==> src/rtl/core_boot_seq.sv <==
// Staged reset release for the dispatcher and two regular cores, each gated on its pc leaving the boot address.
// Optional: BOOT_AUTO_START_EN makes the first cycle after reset act as a boot_start.
module core_boot_seq #(
    parameter int STAGGER_CYCLES = 16,
    parameter int TIMEOUT_CYCLES = 1024,
    parameter int CNT_WIDTH      = 16
) (
    input  logic        aclk,
    input  logic        arstn,
    input  logic        boot_start,
    input  logic        boot_abort,
    input  logic [31:0] dispatcher_rst_addr,
    input  logic [31:0] dispatcher_pc,
    input  logic [31:0] regular_0_rst_addr,
    input  logic [31:0] regular_0_pc,
    input  logic [31:0] regular_1_rst_addr,
    input  logic [31:0] regular_1_pc,
    output logic        dispatcher_rstn,
    output logic        regular_0_rstn,
    output logic        regular_1_rstn,
    output logic        boot_done,
    output logic        boot_err,
    output logic [2:0]  boot_state
);

    localparam logic [2:0] S_IDLE = 3'd0;
    localparam logic [2:0] S_DISP = 3'd1;
    localparam logic [2:0] S_REG0 = 3'd2;
    localparam logic [2:0] S_REG1 = 3'd3;
    localparam logic [2:0] S_DONE = 3'd4;
    localparam logic [2:0] S_ERR  = 3'd5;

    localparam logic [CNT_WIDTH-1:0] STG_LAST = CNT_WIDTH'(STAGGER_CYCLES - 1);
    localparam logic [CNT_WIDTH-1:0] TMO_LAST = CNT_WIDTH'(TIMEOUT_CYCLES - 1);
    localparam logic [CNT_WIDTH-1:0] TMO_MAX  = CNT_WIDTH'(TIMEOUT_CYCLES);

    logic [2:0]           state_q, state_d, stage_next;
    logic [CNT_WIDTH-1:0] cnt_q, cnt_d;
    logic                 alive_q, alive_d;
    logic                 latch_en;
    logic [31:0]          disp_addr_q, reg0_addr_q, reg1_addr_q;
    logic [31:0]          stage_pc, stage_addr;
    logic                 mismatch, advance, timeout, start_req;
    logic                 disp_d, reg0_d, reg1_d, done_d, err_d;

`ifdef BOOT_AUTO_START_EN
    logic auto_q;

    // One-shot start request on the first cycle out of reset
    always_ff @(posedge aclk or negedge arstn) begin
        if (!arstn) auto_q <= 1'b1;
        else        auto_q <= 1'b0;
    end

    assign start_req = boot_start | auto_q;
`else
    assign start_req = boot_start;
`endif

    assign boot_state = state_q;

    // State, stage bookkeeping, latched addresses and registered outputs
    always_ff @(posedge aclk or negedge arstn) begin
        if (!arstn) begin
            state_q         <= S_IDLE;
            cnt_q           <= '0;
            alive_q         <= 1'b0;
            disp_addr_q     <= '0;
            reg0_addr_q     <= '0;
            reg1_addr_q     <= '0;
            dispatcher_rstn <= 1'b0;
            regular_0_rstn  <= 1'b0;
            regular_1_rstn  <= 1'b0;
            boot_done       <= 1'b0;
            boot_err        <= 1'b0;
        end else begin
            state_q         <= state_d;
            cnt_q           <= cnt_d;
            alive_q         <= alive_d;
            dispatcher_rstn <= disp_d;
            regular_0_rstn  <= reg0_d;
            regular_1_rstn  <= reg1_d;
            boot_done       <= done_d;
            boot_err        <= err_d;
            if (latch_en) begin
                disp_addr_q <= dispatcher_rst_addr;
                reg0_addr_q <= regular_0_rst_addr;
                reg1_addr_q <= regular_1_rst_addr;
            end
        end
    end

    // Select the core watched by the current stage and its successor state
    always_comb begin
        stage_pc   = '0;
        stage_addr = '0;
        stage_next = S_IDLE;
        case (state_q)
            S_DISP: begin
                stage_pc   = dispatcher_pc;
                stage_addr = disp_addr_q;
                stage_next = S_REG0;
            end
            S_REG0: begin
                stage_pc   = regular_0_pc;
                stage_addr = reg0_addr_q;
                stage_next = S_REG1;
            end
            S_REG1: begin
                stage_pc   = regular_1_pc;
                stage_addr = reg1_addr_q;
                stage_next = S_DONE;
            end
            default: ;
        endcase
    end

    assign mismatch = stage_pc != stage_addr;
    assign advance  = (alive_q | mismatch) & (cnt_q >= STG_LAST);
    assign timeout  = cnt_q >= TMO_LAST;

    // Next-state logic; abort overrides everything, advance beats timeout
    always_comb begin
        state_d  = state_q;
        cnt_d    = cnt_q;
        alive_d  = alive_q;
        latch_en = 1'b0;
        if (boot_abort) begin
            state_d = S_IDLE;
            cnt_d   = '0;
            alive_d = 1'b0;
        end else begin
            case (state_q)
                S_IDLE: begin
                    if (start_req) begin
                        state_d  = S_DISP;
                        cnt_d    = '0;
                        alive_d  = 1'b0;
                        latch_en = 1'b1;
                    end
                end
                S_DISP, S_REG0, S_REG1: begin
                    if (advance) begin
                        state_d = stage_next;
                        cnt_d   = '0;
                        alive_d = 1'b0;
                    end else if (timeout) begin
                        state_d = S_ERR;
                        cnt_d   = '0;
                        alive_d = 1'b0;
                    end else begin
                        cnt_d   = (cnt_q == TMO_MAX) ? cnt_q
                                : cnt_q + CNT_WIDTH'(1);
                        alive_d = alive_q | mismatch;
                    end
                end
                S_DONE, S_ERR: ;
                default: begin
                    state_d = S_IDLE;
                    cnt_d   = '0;
                    alive_d = 1'b0;
                end
            endcase
        end
    end

    // Output values for the state being entered, registered on the same edge
    always_comb begin
        disp_d = 1'b0;
        reg0_d = 1'b0;
        reg1_d = 1'b0;
        done_d = 1'b0;
        err_d  = 1'b0;
        case (state_d)
            S_DISP: disp_d = 1'b1;
            S_REG0: begin
                disp_d = 1'b1;
                reg0_d = 1'b1;
            end
            S_REG1: begin
                disp_d = 1'b1;
                reg0_d = 1'b1;
                reg1_d = 1'b1;
            end
            S_DONE: begin
                disp_d = 1'b1;
                reg0_d = 1'b1;
                reg1_d = 1'b1;
                done_d = 1'b1;
            end
            S_ERR:   err_d = 1'b1;
            default: ;
        endcase
    end

endmodule

==> config.mk <==
export PLATFORM = sky130hd
export DESIGN_NAME = core_boot_seq
export DESIGN_NICKNAME = d
export VERILOG_FILES = /design/src/rtl/core_boot_seq.sv
export SDC_FILE = /design/constraint.sdc
export NUM_CORES = 1
export LEC_CHECK = 0
export ABC_AREA = 1
export BUFFER_PORTS_ARGS = -buffer_cell sky130_fd_sc_hd__clkbuf_2
export CORE_UTILIZATION = 39
export CTS_CLUSTER_SIZE = 10
export DETAILED_ROUTE_END_ITERATION = 10
export PLACE_DENSITY_LB_ADDON = 0.12
export SLEW_MARGIN = 20
export SYNTH_ARGS = -nofsm -noshare
export SYNTH_HDL_FRONTEND = slang
export SYNTH_SLANG_ARGS = --single-unit
export TNS_END_PERCENT = 20
==> constraint.sdc <==
create_clock -name aclk -period 2.75 [get_ports aclk]
set_input_delay 0.1375 -clock aclk [delete_from_list [all_inputs] [get_ports aclk]]
set_output_delay 0.1375 -clock aclk [all_outputs]
set_load 0.1 [all_outputs]
==> flow_summary.toml <==
[sta]
rsz0062_at_grt = "true"
hold_viol = 0
finClkSkew_ns = 0.01065
slew_viol_final = 0
worstMarginPinSlew_ns = 0.6611
period_share_pct = 96.59
layout_min_cycle_time_ns = 2.656
relSlewSlack_pct = 55.93
max_freq_mhz = 376.5
holdWs_ns = 0.03571
setup_violations = 0

[clocking]
clk_latency_ns = 0.42
cts_tree = "done"
cts-htree-levels = 4
clk_pin_slew_ns = 0.06
clockBufferDepth = 2
numCtsBuffers = 17
clkSinkCount = 121
cts_root_buf = "clkbuf_16"

[finish]
fin_cells = 1544
final_core_util_pct = 58.72
final_cell_mix = "308 x nand2_1, 202 x clkbuf_2, 121 x nor2_1"
final_common_cell = "nand2_1"
nNetsFinal = 1500
num_antenna_cells = 0
final_layout_size_suffix_gt1_share_pct = 29.66
syn_to_final_growth_pct = 45.59

[floorplan]
die_h_um = 139.5
start_util_pct = 40.34
fp-row-count = 49
core_area_sq_um = 18270
die_area_sq_um = 19450
die_x_um = 139.5
pin_count = 204

[synthesis]
yosysWarnings = 0
synth_top_cell_by_area = "dfrtp_1"
ys_seq_area_share_pct = 41.09
netlist_area_sq_um = 7370
netlist_instances = 991
synth_top_area_share_pct = 41.09
synth_ff_type = "dfrtp_1"
syn-num-nets = 1189
netlist_top_cells_area = "dfrtp_1 41%, nand2_1 16%, mux2_2 12%, nor2_1 6.4%, inv_1 5.3%"
async_flop_share_pct = 100.0
synth-edff-count = 0
postSynthAreaPerCell_sq_um = 7.436
synth_cell_type_count = 33
ys_ff_latch = 121

[route]
drt-total-wl_um = 23130
vias = 7481
first_pass_iters = 5
drtIter0Drc = 326
drcViolationCount = 0
routed_via_density = 4.845
ant_nets = 0
wl_per_cell_um = 14.98

[pwr]
power.leakage_nw = 5.963
power_density_nw_per_um2 = 538.1
ir_drop_mv = 0.4448

[place]
gp_congestion = 0.8991
place_hpwl_um = 15600
dp.cells = 1402
port_buffers = 203

[global_route]
track_usage_pct = 23.81
grt_pass1_vias = 7259
grt_max_degree = 63
grt_pass1_wl_um = 35910
overflow = 0
antenna_found_initial = 0

[job]
maxCapViolCount = 0

[worst_setup_path]
worstPathArrival_ns = 2.96
end_kind = "register"
criticalPathCategory = "register to register"
worstPathRequired_ns = 3.06
worstPathMaxFanout = 7
start_kind = "register"

[hold_path]
worstHoldPathType = "input port to register"

[run_status]
outcome = "finished clean"
==> cells by family (layout without fill, tap and decap cells) <==
kind of cell	count (synthesis)	in the layout	share of synthesized area, %
adder cells (fa/ha/maj)	2	2	0.3395
XOR/XNOR	4	4	0.4755
AND/OR/NAND/NOR	588	588	33.75
AO/OA/AOI/OAI	39	39	3.107
flip-flops	121	121	41.09
multiplexers	81	81	12.36
buffers and inverters	156	480	8.880
==> synth_stat cells, types with 2 or more instances <==
library cell and n:
a21oi_1 18, buf_1 3, buf_2 25, buf_4 8, clkbuf_1 7, clkinv_1 5
dfrtp_1 121, ha_1 2, inv_1 105, inv_2 2, mux2_2 80, nand2_1 321
nand2_2 3, nand3_1 72, nand3_2 2, nand4_1 56, nor2_1 126, nor2_4 2
nor4_1 4, o21ai_0 4, o21ai_1 5, o22ai_1 3, o32ai_1 5, xor2_1 3
==> timing repair <==
action                                 in CTS  in global routing
setup endpoints to repair                   5                 19
setup buffers                               1                  7
hold buffers                               96                  0
endpoints found under the hold margin     139                  0
pin swaps                                   0                 16
gates cloned                                1                  5
gates resized for setup                     1                 33
==> power by group <==
group	leakage [nW]	switching, mW	internal (mW)	total [mW]
sequential	1.46	0.139	2.05	2.19
combinational	4.17	0.457	0.529	0.986
clock	0.334	0.828	1.77	2.60
==> state kept, by name (all words and copies together), names as in the netlist, 3 cells and up <==
signal	cells
cnt_q	16
boot_state	3
disp_addr_q	32
reg0_addr_q	32
reg1_addr_q	32
==> critical path, cell delays in order (launching register included) <==
cell and delay, ns:
dfrtp_2 0.49, nand2_4 0.13, nor2_4 0.05, buf_6 0.12
buf_12 0.13, clkbuf_16 0.16, nand2_1 0.06, nand2_1 0.06
nor2_1 0.08, nand2_1 0.05, nand2_1 0.07, nand2_2 0.05
nor2_1 0.13, nand2_1 0.08, nor2_2 0.15, nand3_4 0.12
nand3_1 0.15, nand3_2 0.10, nand2_1 0.08, nand2_2 0.08
nand3_2 0.11, nand2_1 0.06
==> per-layer routing <==
metal  track usage [%]  vias up  share of wire (%)
li1                  -     3825                  -
met1             29.86     3422                 45
met2             41.63      209                 48
met3             4.508       25                4.7
met4             6.667        0                1.9
met5                 0        -                  0
==> final timing paths <==
path / slack (ns) / endpoint / start / cells past startpoint
setup / recovery: 0.09 / regular_0_rstn / boot_state[0] / 21
hold reg to reg: 0.49 / cnt_q[10] / cnt_q[10] / 2
hold / removal: 0.04 / reg0_addr_q[30] / regular_0_rst_addr[30] / 3
min in group asynchronous: 0.28 / reg1_addr_q[20] / arstn / 2
max in group asynchronous: 1.81 / boot_state[1] / arstn / 3
setup reg to reg: 0.09 / regular_0_rstn / boot_state[0] / 21
==> cell type report <==
cell class | count | area [sq um]
clock inverters | 11 | 215.2
flip-flops and latches | 121 | 3032
clock buffers | 21 | 470.5
inverters | 112 | 425.4
repair buffers | 336 | 2500
fillers | 1692 | 7541
well taps | 229 | 286.5
multi-input cells | 714 | 3800
==> through the flow <==
stage          worst slack, ns  cell area [sq um]  power, mW  setup TNS [ns]
4_1_cts               -0.04470              10450      5.785        -0.05326
2_1_floorplan           0.2045               7373      2.683               0
3_5_place_dp          -0.04741               8760      3.032         -0.1113
5_1_grt               -0.09745              10730      6.044         -0.3815
3_3_place_gp          -0.01731               8760      3.023        -0.02381
6_report               0.09373              10730      5.774               0
No activity file was read; power rests on OpenSTA's default activity.
